===== src/rtl/sig_unsig_entry.sv =====
// sig_unsig_entry: keyed decimal entry (up to NDIG digits plus sign) converted
// to a WIDTH-bit two's complement or unsigned word with an overflow flag.
// Raw buttons are synchronised and edge-detected into single-cycle pulses
// that drive a three-state entry FSM.
module sig_unsig_entry #(
   parameter int WIDTH = 4,
   parameter int NDIG  = 2
) (
   input  logic             clk,
   input  logic             reset_n,
   input  logic [3:0]       digit,
   input  logic             enter_btn,
   input  logic             neg_btn,
   input  logic             done_btn,
   input  logic             clr_btn,
   input  logic             interp,
   output logic [WIDTH-1:0] x,
   output logic             ovf,
   output logic             valid,
   output logic [1:0]       dig_cnt,
   output logic             neg
);

   // Magnitude register must hold 10**NDIG - 1.
   localparam int MAG_W = $clog2(10 ** NDIG);
   // Comparison width wide enough for both the magnitude and 2**WIDTH - 1.
   localparam int CW    = ((MAG_W > WIDTH) ? MAG_W : WIDTH) + 1;

   localparam logic [CW-1:0] SPOS_LIM = CW'(2 ** (WIDTH - 1) - 1);
   localparam logic [CW-1:0] SNEG_LIM = CW'(2 ** (WIDTH - 1));
   localparam logic [CW-1:0] UMAX_LIM = CW'(2 ** WIDTH - 1);

   typedef enum logic [1:0] {
      ST_EMPTY = 2'd0,
      ST_ENTRY = 2'd1,
      ST_DONE  = 2'd2
   } state_t;

   // Button vector order: {clr, done, enter, neg}.
   logic [3:0] btn_raw_s;
   logic [3:0] sync1_q, sync2_q, sync3_q, pulse_q;

   state_t             state_q;
   logic [MAG_W-1:0]   mag_q;
   logic [1:0]         dig_cnt_q;
   logic               neg_q;
   logic [WIDTH-1:0]   x_q;
   logic               ovf_q;
   logic               valid_q;

   logic               act_clr_s, act_done_s, act_enter_s, act_neg_s;
   logic               digit_ok_s;
   logic [MAG_W-1:0]   mag_next_s;
   logic [CW-1:0]      mag_ext_s;
   logic [WIDTH-1:0]   mag_w_s;
   logic [WIDTH-1:0]   x_d;
   logic               ovf_d;

   assign btn_raw_s = {clr_btn, done_btn, enter_btn, neg_btn};

   // Two-flop synchroniser, edge detector and registered one-cycle pulse.
   // Flops reset to 1 so a button held through reset never looks like a rise.
   always_ff @(posedge clk or negedge reset_n) begin
      if (!reset_n) begin
         sync1_q <= 4'b1111;
         sync2_q <= 4'b1111;
         sync3_q <= 4'b1111;
         pulse_q <= 4'b0000;
      end else begin
         sync1_q <= btn_raw_s;
         sync2_q <= sync1_q;
         sync3_q <= sync2_q;
         pulse_q <= sync2_q & ~sync3_q;
      end
   end

   // Resolve coincident pulses: clr beats done beats enter beats neg.
   always_comb begin
      act_clr_s   = pulse_q[3];
      act_done_s  = pulse_q[2] & ~pulse_q[3];
      act_enter_s = pulse_q[1] & ~pulse_q[2] & ~pulse_q[3];
      act_neg_s   = pulse_q[0] & ~pulse_q[1] & ~pulse_q[2] & ~pulse_q[3];
      digit_ok_s  = (digit <= 4'd9);
      mag_next_s  = mag_q * MAG_W'(4'd10) + MAG_W'(digit);
   end

   // Commit value and overflow for the current magnitude, sign and mode.
   always_comb begin
      mag_ext_s = CW'(mag_q);
      mag_w_s   = WIDTH'(mag_q);
      x_d       = {WIDTH{1'b0}};
      ovf_d     = 1'b0;
      if (interp) begin
         if (neg_q) begin
            ovf_d = (mag_ext_s > SNEG_LIM);
            x_d   = ~mag_w_s + {{(WIDTH-1){1'b0}}, 1'b1};
         end else begin
            ovf_d = (mag_ext_s > SPOS_LIM);
            x_d   = mag_w_s;
         end
      end else begin
         ovf_d = (neg_q & (mag_q != {MAG_W{1'b0}})) | (mag_ext_s > UMAX_LIM);
         x_d   = mag_w_s;
      end
   end

   // Entry FSM with registered outputs; clr from any state keeps the last commit.
   always_ff @(posedge clk or negedge reset_n) begin
      if (!reset_n) begin
         state_q   <= ST_EMPTY;
         mag_q     <= {MAG_W{1'b0}};
         dig_cnt_q <= 2'd0;
         neg_q     <= 1'b0;
         x_q       <= {WIDTH{1'b0}};
         ovf_q     <= 1'b0;
         valid_q   <= 1'b0;
      end else if (act_clr_s) begin
         state_q   <= ST_EMPTY;
         mag_q     <= {MAG_W{1'b0}};
         dig_cnt_q <= 2'd0;
         neg_q     <= 1'b0;
         valid_q   <= 1'b0;
      end else begin
         case (state_q)
            ST_EMPTY: begin
               if (act_enter_s && digit_ok_s) begin
                  mag_q     <= MAG_W'(digit);
                  dig_cnt_q <= 2'd1;
                  state_q   <= ST_ENTRY;
               end else if (act_neg_s) begin
                  neg_q <= ~neg_q;
               end else begin
                  state_q <= ST_EMPTY;
               end
            end
            ST_ENTRY: begin
               if (act_done_s) begin
                  x_q     <= x_d;
                  ovf_q   <= ovf_d;
                  valid_q <= 1'b1;
                  state_q <= ST_DONE;
               end else if (act_enter_s && digit_ok_s && (dig_cnt_q < 2'(NDIG))) begin
                  mag_q     <= mag_next_s;
                  dig_cnt_q <= dig_cnt_q + 2'd1;
               end else if (act_neg_s) begin
                  neg_q <= ~neg_q;
               end else begin
                  state_q <= ST_ENTRY;
               end
            end
            ST_DONE: begin
               if (act_enter_s && digit_ok_s) begin
                  mag_q     <= MAG_W'(digit);
                  dig_cnt_q <= 2'd1;
                  neg_q     <= 1'b0;
                  valid_q   <= 1'b0;
                  state_q   <= ST_ENTRY;
               end else if (act_neg_s) begin
                  neg_q     <= 1'b1;
                  mag_q     <= {MAG_W{1'b0}};
                  dig_cnt_q <= 2'd0;
                  valid_q   <= 1'b0;
                  state_q   <= ST_EMPTY;
               end else begin
                  state_q <= ST_DONE;
               end
            end
            default: begin
               state_q   <= ST_EMPTY;
               mag_q     <= {MAG_W{1'b0}};
               dig_cnt_q <= 2'd0;
               neg_q     <= 1'b0;
               valid_q   <= 1'b0;
            end
         endcase
      end
   end

   assign x       = x_q;
   assign ovf     = ovf_q;
   assign valid   = valid_q;
   assign dig_cnt = dig_cnt_q;
   assign neg     = neg_q;

endmodule


===== config.mk =====
export PLATFORM = sky130hd
export DESIGN_NAME = sig_unsig_entry
export DESIGN_NICKNAME = d
export VERILOG_FILES = /design/src/rtl/sig_unsig_entry.sv
export SDC_FILE = /design/constraint.sdc
export NUM_CORES = 1
export LEC_CHECK = 0
export CAP_MARGIN = 20
export CORE_MARGIN = 4
export CORE_UTILIZATION = 40
export CTS_BUF_LIST = sky130_fd_sc_hd__clkbuf_4
export CTS_CLUSTER_DIAMETER = 30
export DETAILED_ROUTE_END_ITERATION = 10
export PLACE_DENSITY_LB_ADDON = 0.25
export SKIP_LAST_GASP = 1
export SYNTH_ARGS = -nofsm -noshare
export SYNTH_HDL_FRONTEND = slang
export SYNTH_SLANG_ARGS = --single-unit

===== constraint.sdc =====
create_clock -name clk -period 2.95 [get_ports clk]
set_clock_uncertainty 0.1 [all_clocks]
set_input_delay 0.59 -clock clk [delete_from_list [all_inputs] [get_ports clk]]
set_output_delay 0.59 -clock clk [all_outputs]
set_load 0.02 [all_outputs]

; Word level (Yosys, flattened, before mapping)
; Cells that the tools add are included.
[word_totals]
output_inout_bits = 9
in_bits = 11
wordCells = 97
regBits = 34
[op_classes]
magnitude_cmp = 5
n_mux = 40
n_addsub = 3
n_mul = 1
eq_ne = 13
n_bitwise = 15
reduce_logical = 9
[ops]
columns = operator, n
row1 = 2-to-1 mux 7 bit, 6
row2 = 2-to-1 mux 2 bit, 14
row3 = one-hot mux 7 bit (3 select lines), 1
row4 = inequality test 3 bit (second input constant), 6
row5 = inequality test 4 bit (second input constant), 4
row6 = greater-than comparator 7 x 4 -> 1 bit (second input constant), 2
row7 = 2-to-1 mux 1 bit, 13
row8 = one-hot mux 2 bit (3 select lines), 2
row9 = AND reduction 3 bit, 3
row10 = 2-to-1 mux 4 bit, 2
row11 = inverter 4 bit, 2
row12 = AND reduction 4 bit, 2
row13 = adder 7 x 4 -> 7 bit, 1
row14 = AND 1 bit, 7
row15 = greater-than comparator 7 x 3 -> 1 bit (second input constant), 1
row16 = multiplier 7 x 3 -> 6 bit (second input constant), 1
row17 = nonzero test 7 bit, 1
row18 = one-hot mux 1 bit (3 select lines), 2
row19 = adder 4 x 1 -> 4 bit (second input constant), 1
row20 = AND 4 bit, 1
row21 = less-or-equal comparator 4 bit (second input constant), 1
row22 = inverter 1 bit, 4
row23 = adder 2 x 1 -> 2 bit (second input constant), 1
row24 = equality test 2 x 1 -> 1 bit (second input constant), 1
row25 = other kinds (6), 7

; Longest topological paths before layout
; Gate-level depths: netlist of the first run.
[logic_depth]
ltp_word = 9
mapped_depth = 8
depth_no_buf = 8

; Least setup slack after synthesis of the first run
; Ideal clock, no wire load.
[synth_path]
path_kind = flip-flop to flip-flop
from = register mag_q[3]
to = register mag_q[6]
path_buffers = 0
setup_slack_ns = 0.779
stages_incl_launch_ff = 9
required_time_ns = 2.729
period_less_slack_ns = 2.171
arrival_time_ns = 1.950
setup_time_ns = 0.121
cell_sequence = dfrtp_1 ha_1 ha_1 inv_1 fa_1 and3b_1 a32oi_1 xnor2_1 a22o_1
[synth_between]
elab_chain_cells = 6
[synth_lines]
columns = element, line
row1 = "start, declared", 44  ; logic [MAG_W-1:0] mag_q;
row2 = "start signal, assigned", 111  ; mag_q <= {MAG_W{1'b0}};
row3 = "start signal, assigned", 119  ; mag_q <= {MAG_W{1'b0}};
row4 = "start signal, assigned", 127  ; mag_q <= MAG_W'(digit);
row5 = multiplier 7 x 3 -> 6 bit, 84  ; mag_next_s = mag_q * MAG_W'(4'd10) + MAG_W'(digit);
row6 = adder 7 x 4 -> 7 bit, 84
row7 = 2-to-1 mux 7 bit, 142  ; end else if (act_enter_s && digit_ok_s && (dig_cnt_q < 2'(NDIG))) begin
row8 = 2-to-1 mux 7 bit, 137  ; if (act_done_s) begin
row9 = one-hot mux 7 bit (3 select lines), 124  ; case (state_q)
row10 = 2-to-1 mux 7 bit, 117  ; end else if (act_clr_s) begin
; Every way passes these cells. The select of a mux whose other input is x is not followed.
; A chain may end at the register's enable or synchronous reset.

; Worst setup path after layout of the first run
; Same ends and word-level chain as after synthesis.

==> flow_summary.toml, run 1 <==
[yosys]
async_reset_ff_frac = 1.00
ys_seq_area_frac = 0.499
synth_nets = 174
ys_ff_latch = 34
synth.top_cell.area_share = 0.317
syn_inst = 152
synth_top_area_cell = "dfrtp_1"
synth_flop_cell = "dfrtp_1"
syn_avg_cell_area_um2 = 11.4
yosys_warnings = 0
synth_cell_types = 43
ys_top_cells_by_area = "dfrtp_1, dfstp_2, ha_1, xnor2_1, mux2_2"
synth_edf_count = 0
syn_area_um2 = 1730

[cts]
clk_pin_slew_ns = 0.10
clock-sinks = 34
ctsHoldBuffers = 0
worstSkewPairLatency_ns = 0.33
clockBufferDepth = 2
cts_made_buffers = 5
cts_resized = 0
cts_tree = "built"
post_cts_buffers = 0
cts-root-buf = "clkbuf_4"
htreeDepth = 2

[timing]
period_minus_slack_ns = 2.37
rsz0062_at_grt = "no"
worstMarginPinSlew_ns = 0.436
relSlewSlack = 0.709
setup_violations = 0
period_share = 0.805
fmax_mhz = 421
final_max_slew_viol_count = 0
setup_tns_ns = 0
finalHoldViolCount = 0

[critical_path]
startpoint_type = "flop"
critical_path_class = "flop to flop"
critPathRequiredTime_ns = 3.07
reg2reg_setup_slack_ns = 0.58
arrival_ns = 2.50
path_buf_inv = 1
cp_slowest_stage_delay_ns = 0.51
cp_slowest_cell = "fa_1"
r2r_cells = 8
crit_chain = "ha_1, ha_1, inv_1, fa_1, and3b_1, a32oi_1, xnor2_1, a22o_1"
reg2reg_to = "mag_q[6]"
worst-path-max-fanout = 7
cpLargestDelayFamily = "adder cells"
cpMostUsedCell = "ha_1"
worstReg2RegStart = "mag_q[3]"
endpoint_kind = "flop"

[status]
status = "finished, final reports clean"

[route]
drt_iter0_drc = 96
num_vias = 1232
drc = 0
firstDrtPassIters = 4
finalWirelength_um = 3360
wl_per_cell_um = 14.9
via_per_inst = 5.45
antenna_left = 0

[global_routing]
grtUsageMet2 = 0.228
grt_pass1_vias = 1313
met1_usage = 0.169
top_usage_layer = "met2"
grt_overflow_total = 0
grt_max_degree = 35
antenna_found_initial = 0
grt_pass1_wl_um = 5860
grtUsageMet3 = 0.0356
grt_usage = 0.141

[hold_path]
holdPathEnd = "sync3_q[3]"
holdCritStartpoint = "sync2_q[3]"
hold_depth = 0
holdCritPathClass = "flop to flop"

[place]
hpwl_um = 2500
dp_cells = 218
numPortBuffers = 19
gp_congestion = 0.880

[final_layout]
drive_gt1_frac = 0.188
final_common_cell = "dfrtp_1"
stdcell_count = 226
nets = 197
seq_area_um2 = 866
most-common-layout-cells = "dfrtp_1, clkdlybuf4s50_1, inv_1, dfstp_2, nor2_1"
fillers = 381
insertedDiodeCount = 0
multi_input_comb_area_um2 = 800
synthToLayoutAreaGrowth_pct = 16.7

[power]
p_leak_uw = 0.000851
ir_worst_vdd_mv = 0.288
power_density_nw_per_um2 = 756

[die]
die_w_um = 73.8
ioPinCount = 20
initial_core_util = 0.424
die_h_um = 73.8
core_um2 = 4090
rows = 23
dieArea_um2 = 5450

[flow_run]
max_cap_violations = 0
## metal layers
layer	part of all wire	vias to the layer above	wire length, um
met1	0.42	589	1420
li1	-	586	-
met2	0.49	42	1650
met5	0	-	0
met4	0.036	0	122
met3	0.050	15	169
## worst max-delay path by stage
stage               cells after the start  slack [ns]       end     start
floorplan                               8        0.78  mag_q[6]  mag_q[3]
global placement                        8        0.36  mag_q[3]  digit[1]
detailed placement                      8        0.28  mag_q[3]  digit[1]
CTS                                     8        0.56  mag_q[6]  mag_q[3]
global route                            8        0.43  mag_q[6]  mag_q[3]
finish                                  8        0.58  mag_q[6]  mag_q[3]
## cells by family after synthesis
kind of cell             count (synthesis)  synth area share
buffers and inverters                   16            0.0397
AND/OR/NAND/NOR                         38             0.125
multiplexers                             9            0.0556
flip-flops                              34             0.499
adder cells (fa/ha/maj)                 12            0.0938
AO/OA/AOI/OAI                           34             0.141
XOR/XNOR                                 9            0.0455
## cell usage after synthesis, types with 5 or more instances
| cell | count |
|---|---|
| nor2_1 | 10 |
| nor2b_1 | 5 |
| inv_1 | 12 |
| xnor2_1 | 9 |
| dfstp_2 | 12 |
| a21oi_1 | 8 |
| mux2_2 | 5 |
| ha_1 | 9 |
| dfrtp_1 | 22 |
| nand2_1 | 5 |
| o21ai_0 | 7 |
## power by group
| part | internal, uW | total [uW] | switching [uW] | leakage (uW) |
|---|---|---|---|---|
| combinational | 327 | 636 | 309 | 0.000417 |
| sequential | 552 | 652 | 100 | 0.000405 |
| clock | 88.5 | 243 | 155 | 0.0000286 |
## sequential cells by signal, indices dropped and copies added (netlist names)
register  flops
state_q       2
mag_q         7
x             4
sync2_q       4
ovf           1
neg           1
pulse_q       4
dig_cnt       2
valid         1
sync3_q       4
sync1_q       4
## worst reg2reg max path: cells and delay by family (launching register included)
kind            cells  cell delay (ns)
compound gates      2             0.37
xor+xnor            1             0.10
fa+ha+maj           3             0.98
buf+inv             1             0.04
flops               1             0.50
simple gates        1             0.18
## final cells by class
class / instances / area share
Inverter: 12 / 0.0222
Clock buffer: 5 / 0.0185
Tap cell: 50 / 0.0309
Clock inverter: 3 / 0.00803
Timing Repair Buffer: 20 / 0.0977
Sequential cell: 34 / 0.428
Multi-Input combinational cell: 102 / 0.395
## through the flow
step           setup slack, ns  hold WS, ns  power (uW)   util  instance area, um^2
3_5_place_dp             0.280        0.247        1300  0.482                 1970
5_1_grt                  0.433        0.271        1660  0.495                 2020
3_3_place_gp             0.357        0.245        1280  0.482                 1970
2_1_floorplan            0.779        0.194        1080      -                 1730
4_1_cts                  0.563        0.262        1550  0.495                 2020
6_report                 0.576        0.260        1530  0.495                 2020
Power figures use the tool's default switching activity.
==> inputs of run 2 (changes only) <==
Clock period 2.95 ns to 2.3 ns, I/O delays scaled along.
==> flow_summary.toml, run 2 (synthesis results as in run 1) <==
[status]
status = "finished, final reports clean"

[route]
wl_met2_um = 1720
firstDrtPassIters = 6
wl_met1_um = 1450
wl_met3_um = 191
antenna_left = 0
wl_per_cell_um = 14.4
finalWirelength_um = 3390
via_per_inst = 5.27
highest_layer = "met4"
num_vias = 1244
drt_iter0_drc = 74
drc = 0

[timing]
finalHoldViolCount = 0
setup_slack_ns = 0.0961
relSlewSlack = 0.715
fmax_mhz = 454
final_max_slew_viol_count = 0
rsz0062_at_grt = "no"
period_minus_slack_ns = 2.20
setup_tns_ns = 0
period_share = 0.958
setup_violations = 0
worstMarginPinSlew_ns = 0.427

[critical_path]
worstReg2RegStart = "mag_q[1]"
worst-path-max-fanout = 2
critPathRequiredTime_ns = 2.44
r2r_cells = 8
arrival_ns = 2.34
endpoint = "mag_q[6]"
reg2reg_setup_slack_ns = 0.1
reg2reg_to = "mag_q[6]"
critical_path.startpoint = "mag_q[1]"
critical_path_class = "flop to flop"
startpoint_type = "flop"
endpoint_kind = "flop"

[cts]
htreeDepth = 2
ctsHoldBuffers = 0
cts_tree = "built"
clockBufferDepth = 2
clk_pin_slew_ns = 0.11
cts_made_buffers = 5
post_cts_buffers = 0
clock-sinks = 34
cts_resized = 0
cts-root-buf = "clkbuf_4"
worstSkewPairLatency_ns = 0.34

[power]
power_frac_seq = 0.365
comb_power_share = 0.427
ir_worst_vdd_mv = 0.484
power_density_nw_per_um2 = 1010
switching_share = 0.346
power.switching_uw = 742
p_leak_uw = 0.000910
power_frac_clock = 0.208
intPower_uw = 1400

[die]
ioPinCount = 20
die_h_um = 73.8
core_um2 = 4090
die_w_um = 73.8
initial_core_util = 0.424
rows = 23
dieArea_um2 = 5450

[final_layout]
nets = 207
insertedDiodeCount = 0
synthToLayoutAreaGrowth_pct = 22.7
seq_area_um2 = 866
drive_gt1_frac = 0.237
multi_input_comb_area_um2 = 800
regMostFlops = "mag_q"
most-common-layout-cells = "dfrtp_1, clkdlybuf4s50_1, inv_1, dfstp_2, buf_4"
utilization = 0.521
fillers = 365
final_common_cell = "dfrtp_1"
largest_reg_flops = 7

[flow_run]
max_cap_violations = 0

[place]
place_ws_ns = -0.130
numPortBuffers = 19
hpwl_um = 2550
gp_congestion = 0.886

[global_routing]
grt_pass1_wl_um = 5910
grt_usage = 0.145
grt_pass1_vias = 1291
antenna_found_initial = 0
grt_overflow_total = 0
grt_max_degree = 35

[hold_path]
holdCritPathClass = "flop to flop"
==> run 2: critical path, stage by stage (launching register included) <==
cell and delay [ns]:
dfrtp_1 0.40, ha_1 0.28, ha_1 0.13, inv_1 0.04, fa_1 0.49, and3b_1 0.18
a32oi_1 0.21, xnor2_1 0.10, a22o_1 0.18
==> run 2: layout make-up <==
cell class                 instances  area share
multi-input combinational        102       0.376
clock inverter                     3      0.0212
timing repair buffer              30       0.128
sequential                        34       0.407
tap                               50      0.0294
inverter                          12      0.0212
clock buffer                       5      0.0176
==> run 2: how the worst min path moves through the flow <==
stage / start / slack, ns / end / depth (start not counted)
finish: sync2_q[3] / 0.26 / sync3_q[3] / 0
global route: sync2_q[3] / 0.26 / sync3_q[3] / 0
CTS: sync1_q[0] / 0.27 / sync2_q[0] / 0
detailed placement: sync1_q[0] / 0.25 / sync2_q[0] / 0
global placement: sync1_q[3] / 0.25 / sync2_q[3] / 0
floorplan: reset_n / 0.06 / dig_cnt[0] / 0
==> run 2: through the flow <==
step | instance area, um^2 | power [uW] | hold slack [ns] | cells
3_3_place_gp | 2050 | 1690 | 0.246 | 228
2_1_floorplan | 1730 | 1390 | 0.0644 | 152
3_5_place_dp | 2050 | 1720 | 0.249 | 228
5_1_grt | 2130 | 2310 | 0.256 | 236
4_1_cts | 2130 | 2170 | 0.266 | 236
6_report | 2130 | 2140 | 0.264 | 236
==> run 2: power by group through the flow <==
stage / combinational, uW / sequential [uW] / clock, uW
floorplan: 528 / 863 / 0
global placement: 897 / 790 / 0
detailed placement: 922 / 795 / 0
CTS: 928 / 784 / 458
global route: 1020 / 797 / 492
finish: 915 / 783 / 445
==> run 2: metal layers <==
layer / up-vias / track usage
met1: 610 / 0.172
met4: 0 / 0.0443
met5: - / 0
li1: 606 / -
met3: 2 / 0.0561
met2: 26 / 0.241
